## src/rtl/ex_muldiv.sv

```systemverilog
// Iterative RV32M multiply/divide unit for the EX stage.
// Uses a radix-2 shift-add multiply and a restoring divide, one bit per cycle.
module ex_muldiv #(
  parameter int XLEN = 32  // only 32 is supported
) (
  input  logic            clk,
  input  logic            rst_n,
  input  logic            ex_valid,
  input  logic [2:0]      ex_md_op,
  input  logic [XLEN-1:0] ex_DataA,
  input  logic [XLEN-1:0] ex_DataB,
  input  logic [4:0]      ex_rd,
  input  logic            flush,
  output logic            stall_req,
  output logic            md_done,
  output logic [XLEN-1:0] md_result,
  output logic [4:0]      md_rd
);

  typedef enum logic [1:0] {S_IDLE, S_BUSY, S_DONE} state_e;
  typedef enum logic [2:0] {
    OP_MUL, OP_MULH, OP_MULHSU, OP_MULHU, OP_DIV, OP_DIVU, OP_REM, OP_REMU
  } md_op_e;

  state_e          state;
  logic [4:0]      count;
  md_op_e          op;
  logic [4:0]      rd_q;
  logic [XLEN-1:0] acc_hi, acc_lo, mag_b;
  logic            neg_a, neg_b;

  md_op_e          in_op;
  logic            in_sa, in_sb, div_zero, div_ovf;
  logic [XLEN-1:0] in_mag_a, in_mag_b;

  assign in_op = md_op_e'(ex_md_op);

  // NOTE: every signal written in always_comb gets a default first so no latch is inferred.
  always_comb begin
    in_sa    = 1'b0;
    in_sb    = 1'b0;
    div_zero = 1'b0;
    div_ovf  = 1'b0;
    case (in_op)
      OP_MULH, OP_DIV, OP_REM: begin
        in_sa = ex_DataA[XLEN-1];
        in_sb = ex_DataB[XLEN-1];
      end
      OP_MULHSU: in_sa = ex_DataA[XLEN-1];
      default: ;
    endcase
    in_mag_a = in_sa ? -ex_DataA : ex_DataA;
    in_mag_b = in_sb ? -ex_DataB : ex_DataB;
    div_zero = in_op[2] && (ex_DataB == '0);
    div_ovf  = (in_op == OP_DIV || in_op == OP_REM) &&
               (ex_DataA == {1'b1, {(XLEN-1){1'b0}}}) && (ex_DataB == '1);
  end

  // One iteration step; acc_hi is the product high half or the running remainder.
  logic [XLEN:0]     mul_sum, div_shift, div_diff;
  logic [XLEN-1:0]   nxt_hi, nxt_lo, quot, rem, result;
  logic [2*XLEN-1:0] product;

  always_comb begin
    mul_sum   = {1'b0, acc_hi} + (acc_lo[0] ? {1'b0, mag_b} : '0);
    div_shift = {acc_hi, acc_lo[XLEN-1]};
    div_diff  = div_shift - {1'b0, mag_b};
    if (op[2]) begin
      if (div_shift >= {1'b0, mag_b}) begin
        nxt_hi = div_diff[XLEN-1:0];
        nxt_lo = {acc_lo[XLEN-2:0], 1'b1};
      end else begin
        nxt_hi = div_shift[XLEN-1:0];
        nxt_lo = {acc_lo[XLEN-2:0], 1'b0};
      end
    end else begin
      nxt_hi = mul_sum[XLEN:1];
      nxt_lo = {mul_sum[0], acc_lo[XLEN-1:1]};
    end
    product = {nxt_hi, nxt_lo};
    if (neg_a ^ neg_b) product = -product;
    quot = nxt_lo;
    if (neg_a ^ neg_b) quot = -quot;
    rem = nxt_hi;
    if (neg_a) rem = -rem;
    case (op)
      OP_MUL:                       result = product[XLEN-1:0];
      OP_MULH, OP_MULHSU, OP_MULHU: result = product[2*XLEN-1:XLEN];
      OP_DIV, OP_DIVU:              result = quot;
      default:                      result = rem;
    endcase
  end

  assign stall_req = rst_n & ~flush & ex_valid & (state != S_DONE);

  // NOTE: sequential state uses non-blocking assignments only, so every register sees pre-edge values.
  always_ff @(posedge clk) begin
    if (!rst_n) begin
      state     <= S_IDLE;
      count     <= '0;
      md_done   <= 1'b0;
      md_result <= '0;
      md_rd     <= '0;
      op        <= OP_MUL;
      rd_q      <= '0;
      acc_hi    <= '0;
      acc_lo    <= '0;
      mag_b     <= '0;
      neg_a     <= 1'b0;
      neg_b     <= 1'b0;
    end else begin
      md_done <= 1'b0;
      if (flush) begin
        state <= S_IDLE;
        count <= '0;
      end else begin
        case (state)
          S_IDLE: if (ex_valid) begin
            op   <= in_op;
            rd_q <= ex_rd;
            if (div_zero) begin
              // REM/REMU have funct3[1] set: remainder is A, quotient is all ones.
              md_result <= in_op[1] ? ex_DataA : '1;
              md_rd     <= ex_rd;
              md_done   <= 1'b1;
              state     <= S_DONE;
            end else if (div_ovf) begin
              md_result <= in_op[1] ? '0 : {1'b1, {(XLEN-1){1'b0}}};
              md_rd     <= ex_rd;
              md_done   <= 1'b1;
              state     <= S_DONE;
            end else begin
              acc_hi <= '0;
              acc_lo <= in_mag_a;
              mag_b  <= in_mag_b;
              neg_a  <= in_sa;
              neg_b  <= in_sb;
              count  <= '0;
              state  <= S_BUSY;
            end
          end
          S_BUSY: begin
            acc_hi <= nxt_hi;
            acc_lo <= nxt_lo;
            if (count == 5'd31) begin
              md_result <= result;
              md_rd     <= rd_q;
              md_done   <= 1'b1;
              count     <= '0;
              state     <= S_DONE;
            end else begin
              count <= count + 5'd1;
            end
          end
          default: state <= S_IDLE;
        endcase
      end
    end
  end

endmodule

```

## config.mk

```make
export PLATFORM = sky130hd
export DESIGN_NAME = ex_muldiv
export DESIGN_NICKNAME = d
export VERILOG_FILES = /design/src/rtl/ex_muldiv.sv
export SDC_FILE = /design/constraint.sdc
export NUM_CORES = 1
export LEC_CHECK = 0
export BUFFER_PORTS_ARGS = -buffer_cell sky130_fd_sc_hd__clkbuf_2
export CORE_UTILIZATION = 55
export DETAILED_ROUTE_END_ITERATION = 7
export PLACE_DENSITY = 0.74
export SLEW_MARGIN = 5
export SYNTH_ARGS = -nofsm -noshare
export SYNTH_HDL_FRONTEND = slang
export SYNTH_SLANG_ARGS = --single-unit
export TNS_END_PERCENT = 20
```

## constraint.sdc

```tcl
create_clock -name clk -period 10.74 [get_ports clk]
set_input_delay 1.611 -clock clk [delete_from_list [all_inputs] [get_ports clk]]
set_output_delay 1.611 -clock clk [all_outputs]
set_load 0.1 [all_outputs]
```

==> out/qor.csv, run 1 <==
stage,metric,value,unit
critical_path,max_stage_delay,670,ps
clocking,tritoncts,yes,
floorplanning,die_w,171,µm
power_and_ir_drop,total_leakage_power,0.00651,µW
grt,track_usage,38.7,%
routing,drt_pass1_iterations,6,
critical_path,start_kind,flip-flop,
finish,nFillCells,2602,
routing,post_drt_wl_per_cell,22.0,µm
finish,diodes,0,
sta,period_minus_slack,6140,ps
placed_design,dp.final_hpwl,42700,µm
sta,fmax,163,MHz
critical_path,crit_required,11040,ps
routing,drt-vias-per-instance,6.68,
sta,setup_viol,0,
grt,grt_pass1_vias,15700,
grt,use_met1,51.9,%
sta,hold_viol_final,0,
routing,ant_nets,0,
clocking,cts-htree-levels,4,
critical_path,path_class,reg2reg,
critical_path,critical-path-slowest-cell,nor4_1,
clocking,ctsHoldBuffers,0,
grt,grt-ovfl-total,0,
placed_design,place_inst,2559,
critical_path,end_kind,flip-flop,
critical_path,critPathTopFamily,simple AND/OR/NAND/NOR gates,
synthesis,async_reset_ff_share,0,%
floorplanning,coreArea,27900,µm²
synthesis,syn_area,15700,µm²
clocking,cts_setup_buffers,0,
clocking,clk_latency,450,ps
routing,drt_wl_total,57000,µm
routing,vias,17300,
grt,grt_first_pass_wirelength,87600,µm
sta,worstMarginPinSlew,1050,ps
synthesis,syn_nets,2336,
grt,grt_use_met2,57.7,%
status,run_status,"complete, no violations",
synthesis,ys_types,106,
power_and_ir_drop,power-per-cell-area,104,nW/µm²
sta,fin_setup_tns,0,ps
placed_design,portBuffers,114,
clocking,cts.repair.resized,0,
finish,final_util,60.7,%
clocking,cts_made_buffers,17,
finish,finalNonFillerCells,2591,
clocking,cts.sinks,151,
sta,slew_viol_final,0,
synthesis,yosysSeqAreaShare,19.2,%
finish,design_area,17000,µm²
clocking,clkTransAtPathRegs,70,ps
sta,rsz0062_at_grt,false,
clocking,clock_tree.buffer_depth,2,
grt,use_met3,11.4,%
finish,fin_nets,2349,
sta,fin_crit_sh,57.2,%
critical_path,cp.buffers_inverters,2,
routing,drc,0,
routing,drtIter0Drc,2206,
floorplanning,rows,61,
floorplanning,die_y,171,µm
synthesis,synth_flop_cell,dfxtp_1,
critical_path,cp.arrival,6450,ps
grt,grt_max_degree,81,
finish,final_layout_size_suffix_gt1_share,11.3,%
clocking,root_buffer,clkbuf_16,
job,drv_cap,0,
worst_hold_path,hold_path_class,reg2reg,
sta,slew_headroom,29.4,%
synthesis,syn_avg_cell_area,7.19,µm²
floorplanning,io_pins,115,
power_and_ir_drop,ir_worst_vdd,0.000122,V
floorplanning,initial_utilization,56.3,%
synthesis,yosys_register_bits,151,
critical_path,critPathMaxFanout,11,
sta,finalClockSkew,12.1,ps
synthesis,netlist_instances,2187,
placed_design,gp_congestion,0.991,
placed_design,placed_area,16400,µm²
critical_path,path_cells,"inv_1, ha_1, nand4_1, nor3_1, a41oi_1, o211ai_2, a221oi_1, or3_4, clkinv_1, ha_1, and3_1, o21ai_0, nor4_1, nand4_1, mux2i_1, nand2_1, o211ai_1, a31oi_1",
grt,busiest_layer,met2,
finish,syn2layout_area_growth,7.91,%
grt,antenna_found_initial,1,
synthesis,synth_edf_count,0,
floorplanning,die-area,29300,µm²
synthesis,synth_warnings,0,
==> area by class of cell <==
| class | count | area (µm²) | share of cell area [%] |
|---|---|---|---|
| flip-flops and latches | 151 | 3030 | 17.8 |
| clock buffers | 18 | 429 | 2.53 |
| multi-input cells | 1818 | 11900 | 69.9 |
| clock inverters | 14 | 156 | 0.922 |
| well taps | 378 | 473 | 2.79 |
| repair buffers | 138 | 751 | 4.42 |
| inverters | 74 | 279 | 1.64 |
==> state kept, by name, indices dropped and copies added (netlist names) <==
register,cells
acc_lo,32
md_rd,5
count,5
acc_hi,32
neg_b,1
state,2
mag_b,32
rd_q,5
neg_a,1
op,3
md_result,32
md_done,1
==> power breakdown <==
part	switching, µW	internal, µW
clock network	293	330
registers	32.6	579
logic	353	180
total	679	1090
==> cell families after synthesis <==
| group | after synthesis | share of synthesized area (%) |
|---|---|---|
| buffers and inverters | 218 | 5.65 |
| xor gates and xnor gates | 181 | 10.1 |
| DFF | 151 | 19.2 |
| adders and majority gates | 73 | 5.90 |
| and+or+nand+nor | 786 | 24.5 |
| AOI/OAI and AO/OA | 723 | 31.0 |
| muxes | 55 | 3.62 |
==> synthesized netlist by cell type (6+ instances only) <==
cell / count / area (µm²)
or4_1: 6 / 45.0
mux2i_1: 42 / 420
nand4_1: 39 / 244
nor2_1: 199 / 747
dfxtp_1: 151 / 3020
nand3_1: 61 / 305
a221oi_1: 10 / 87.6
a41oi_1: 10 / 87.6
ha_1: 71 / 888
nand2_1: 233 / 875
and3_1: 17 / 106
mux2_2: 12 / 135
o221ai_1: 8 / 70.1
or2_2: 7 / 43.8
o211ai_1: 50 / 375
o41ai_1: 9 / 78.8
nor2b_1: 18 / 113
or3_1: 19 / 119
o21ai_1: 7 / 35.0
and4_1: 7 / 61.3
a21oi_1: 184 / 921
clkbuf_1: 97 / 364
a31oi_1: 44 / 275
buf_4: 7 / 52.6
a21o_1: 23 / 173
o211a_1: 6 / 60.1
o21ai_0: 156 / 781
a311oi_1: 9 / 78.8
nor3_1: 67 / 335
xor2_1: 104 / 911
a22oi_1: 11 / 82.6
o21a_1: 14 / 105
nor4_1: 10 / 62.6
o31ai_1: 36 / 270
nand2b_1: 16 / 100
a211oi_1: 47 / 353
buf_1: 10 / 37.5
o22ai_1: 10 / 62.6
and2_1: 49 / 307
inv_1: 71 / 267
buf_2: 28 / 140
xnor2_1: 77 / 674
==> worst paths after layout <==
| kind | startpoint | end | slack (ps) | cells after the start |
|---|---|---|---|---|
| max | mag_b[10]$_SDFFE_PN0P_ | md_result[20]$_SDFFE_PN0P_ | 4600 | 18 |
| min reg2reg | rd_q[2]$_SDFFE_PN0P_ | rd_q[2]$_SDFFE_PN0P_ | 460 | 2 |
| max reg2reg | mag_b[10]$_SDFFE_PN0P_ | md_result[20]$_SDFFE_PN0P_ | 4600 | 18 |
| min | rd_q[2]$_SDFFE_PN0P_ | rd_q[2]$_SDFFE_PN0P_ | 460 | 2 |
==> layer usage <==
metal | part of all wire [%] | vias to the layer above
met1 | 42 | 8159
met5 | 0.023 | -
met3 | 11 | 152
met2 | 43 | 905
met4 | 3.8 | 2
li1 | - | 8094
==> worst reg2reg max path: stages, from the launching register on <==
cell,delay (ps)
dfxtp_1,400
inv_1,70
ha_1,470
nand4_1,290
nor3_1,610
a41oi_1,270
o211ai_2,440
a221oi_1,170
or3_4,430
clkinv_1,120
ha_1,420
and3_1,450
o21ai_0,150
nor4_1,670
nand4_1,400
mux2i_1,260
nand2_1,70
o211ai_1,180
a31oi_1,130
==> stage by stage <==
stage / setup WS [ps] / hold slack [ps] / power (µW)
2_1_floorplan: 5870 / 437 / 987
3_3_place_gp: 4790 / 443 / 1130
3_5_place_dp: 4630 / 447 / 1130
4_1_cts: 4930 / 456 / 1750
5_1_grt: 4390 / 481 / 1840
6_report: 4600 / 457 / 1770
==> layout by cell type, fill, tap and decap left out, types with 8 or more instances in the layout <==
| cell | n |
|---|---|
| a211oi_1 | 47 |
| a21o_1 | 23 |
| a21oi_1 | 184 |
| a221oi_1 | 10 |
| a22oi_1 | 11 |
| a311oi_1 | 9 |
| a31oi_1 | 44 |
| a41oi_1 | 10 |
| and2_1 | 49 |
| and3_1 | 16 |
| buf_4 | 24 |
| clkbuf_16 | 17 |
| clkbuf_2 | 114 |
| dfxtp_1 | 150 |
| ha_1 | 71 |
| inv_1 | 71 |
| mux2_2 | 12 |
| mux2i_1 | 42 |
| nand2_1 | 232 |
| nand2b_1 | 16 |
| nand3_1 | 61 |
| nand4_1 | 39 |
| nor2_1 | 197 |
| nor2b_1 | 18 |
| nor3_1 | 67 |
| nor4_1 | 10 |
| o211ai_1 | 50 |
| o21a_1 | 14 |
| o21ai_0 | 156 |
| o221ai_1 | 8 |
| o22ai_1 | 10 |
| o31ai_1 | 36 |
| o41ai_1 | 9 |
| or3_1 | 19 |
| xnor2_1 | 76 |
| xor2_1 | 103 |
Power figures use the tool's default switching activity.
==> inputs of run 2 (changes only) <==
PLACE_DENSITY = 0.77   (was 0.74)
clock period = 5 ns   (was 10.74 ns; I/O delays follow)
==> run 2 against run 1 <==
Against the previous run:
- clock skew increased by 2.2 ps
- clock power increased by 120%
- global-route usage increased by 3.3 points
- highest routed layer is now met4
==> out/qor.csv, run 2 (synthesis gave the netlist of run 1 again) <==
stage,metric,value,unit,change
status,run_status,"complete, no violations",,
grt,use_met3,9.72,%,-1.7 points
critical_path,cp.buffers_inverters,2,,unchanged
grt,grt_pass1_vias,16300,,+3.8%
sta,slew_headroom,26.5,%,-2.9 points
critical_path,critPathTopFamily,compound AO/OA/AOI/OAI gates,,
clocking,clkTransAtPathRegs,70,ps,about the same
worst_hold_path,min_from,rd_q[3]$_SDFFE_PN0P_,,
routing,vias,18000,,+4.1%
floorplanning,io_pins,115,,unchanged
floorplanning,die_y,171,µm,unchanged
critical_path,path_class,reg2reg,,
sta,worstMarginPinSlew,1100,ps,+48.8 ps
sta,setup_viol,0,,unchanged
routing,drt_pass1_iterations,8,,+2
critical_path,critical-path-slowest-cell,a311o_1,,
finish,final_layout_size_suffix_gt1_share,16.1,%,+4.8 points
sta,fin_crit_sh,96.3,%,+39 points
power_and_ir_drop,ir_worst_vdd,0.000260,V,+110%
floorplanning,die_w,171,µm,unchanged
clocking,clk_latency,450,ps,about the same
critical_path,end_kind,flip-flop,,
floorplanning,initial_utilization,56.3,%,unchanged
finish,diodes,0,,unchanged
clocking,cts-htree-levels,4,,unchanged
worst_hold_path,whs_endpoint,rd_q[3]$_SDFFE_PN0P_,,
placed_design,portBuffers,114,,unchanged
power_and_ir_drop,power-per-cell-area,223,nW/µm²,+110%
clocking,clock_tree.buffer_depth,2,,unchanged
routing,drt_wl_total,62300,µm,+9.4%
floorplanning,rows,61,,unchanged
grt,grt_use_met2,63.2,%,+5.5 points
critical_path,cp.arrival,5190,ps,-1260 ps
worst_hold_path,hold_path_class,reg2reg,,
grt,grt-ovfl-total,0,,unchanged
grt,busiest_layer,met2,,
sta,fmax,208,MHz,+28%
grt,antenna_found_initial,1,,unchanged
routing,post_drt_wl_per_cell,23.2,µm,+5.3%
critical_path,max_stage_delay,490,ps,-180 ps
finish,fin_nets,2449,,+4.3%
sta,hold_ws,460,ps,+3.18 ps
routing,drc,0,,unchanged
placed_design,placed_area,17100,µm²,+4.5%
critical_path,path_cells,"ha_2, a21oi_1, o21ai_0, nand2b_1, or3_4, a22oi_4, buf_4, nor3_1, a311o_1, nor4b_2, buf_4, nand4_1, o31ai_1, xor2_1, a21oi_1, nor3_1",,
finish,layout_commonest_cell,nand2_1,,
sta,finalClockSkew,14.3,ps,+2.18 ps
placed_design,gp_congestion,1.03,,+4.3%
placed_design,dp.final_hpwl,47700,µm,+12%
critical_path,r2r-start,acc_hi[9]$_SDFFE_PN0P_,,
critical_path,start_kind,flip-flop,,
placed_design,place_inst,2653,,+3.7%
sta,period_minus_slack,4820,ps,-1330 ps
finish,finalNonFillerCells,2691,,+3.9%
grt,track_usage,42.0,%,+3.3 points
finish,layout_common_cells,"229 x nand2_1, 197 x nor2_1, 183 x a21oi_1, 156 x o21ai_0, 150 x dfxtp_1",,
floorplanning,coreArea,27900,µm²,unchanged
finish,syn2layout_area_growth,13.8,%,
power_and_ir_drop,total_power,3990,µW,+130%
floorplanning,die-area,29300,µm²,unchanged
grt,use_met1,58.2,%,+6.3 points
routing,drtIter0Drc,2456,,+11%
grt,grt_first_pass_wirelength,93700,µm,+7.0%
finish,design_area,17900,µm²,+5.5%
critical_path,rr_worst_depth,16,,-2
sta,slew_viol_final,0,,unchanged
grt,grt_max_degree,81,,unchanged
power_and_ir_drop,total_leakage_power,0.00704,µW,+8.1%
finish,nFillCells,2574,,-1.1%
critical_path,regToRegEndpoint,md_result[28]$_SDFFE_PN0P_,,
clocking,cts.sinks,151,,unchanged
critical_path,rrSetupSlack,180,ps,-4410 ps
job,drv_cap,0,,unchanged
clocking,tritoncts,yes,,
routing,drt-vias-per-instance,6.70,,+0.24%
critical_path,crit_required,5370,ps,-5670 ps
clocking,root_buffer,clkbuf_16,,
routing,ant_nets,0,,unchanged
sta,hold_viol_final,0,,unchanged
worst_hold_path,holdPathStages,2,,unchanged
critical_path,critPathMaxFanout,11,,unchanged
clocking,cts_made_buffers,17,,unchanged
-- run 2: cell count changes in the layout (fill, tap and decap cells not counted), moves of 3 or more --
cell	previous run	this run
buf_4	24	121
inv_8	4	0
o31ai_1	36	32
o31ai_2	1	5
buf_12	0	3
ha_1	71	68
ha_2	0	3
inv_6	4	1
nand2_1	232	229
nand2_2	1	4
nor3_1	67	64
nor3_2	2	5
-- run 2: tightest hold or removal path, cell delays in order, from the launching register on --
cell	delay, ps
dfxtp_1	310
nand2_1	50
a21oi_1	50
-- run 2: worst max path at each step --
stage	from	to	slack [ps]	cells past startpoint
3_5_place_dp	ex_DataB[0]	mag_b[26]$_SDFFE_PN0P_	-2	13
2_1_floorplan	acc_lo[0]$_SDFFE_PN0P_	md_result[29]$_SDFFE_PN0P_	590	18
4_1_cts	mag_b[6]$_SDFFE_PN0P_	md_result[26]$_SDFFE_PN0P_	2	17
3_3_place_gp	mag_b[9]$_SDFFE_PN0P_	md_result[29]$_SDFFE_PN0P_	10	16
6_report	acc_hi[9]$_SDFFE_PN0P_	md_result[28]$_SDFFE_PN0P_	180	16
5_1_grt	acc_lo[0]$_SDFFE_PN0P_	md_result[28]$_SDFFE_PN0P_	-5	19
-- run 2: stage by stage --
step,utilization (%),setup TNS (ps),setup slack (ps)
after floorplan,-,0,594
after global placement,61.3,0,14.8
after detailed placement,61.3,-2.20,-2.20
after CTS,63.5,0,2.21
after global routing,64.1,-4.81,-4.81
final,64.1,0,183
-- run 2: repair_timing --
action | 4_1_cts | 5_1_grt
buffers inserted | 0 | 6
resized for setup | 0 | 27
setup endpoints to repair | 0 | 25
hold buffers | 0 | 0
-- run 2: routing by layer --
layer	wire length, µm	up-vias
li1	-	8281
met1	26500	8543
met2	26700	1051
met3	7010	148
met4	2130	0
met5	0	-
-- run 2: where the power goes --
group	switching [µW]	total, µW	internal [µW]
registers	56.1	1300	1240
clock network	584	1400	814
logic	831	1290	461
-- run 2: area by class of cell --
type                            instances  area (µm²)  area share (%)
Multi-Input combinational cell       1818       12000            66.9
Clock inverter                         11         148           0.825
Sequential cell                       151        3030            16.9
Clock buffer                           21         460            2.57
Inverter                               74         279            1.56
Tap cell                              378         473            2.64
Timing Repair Buffer                  238        1540            8.60
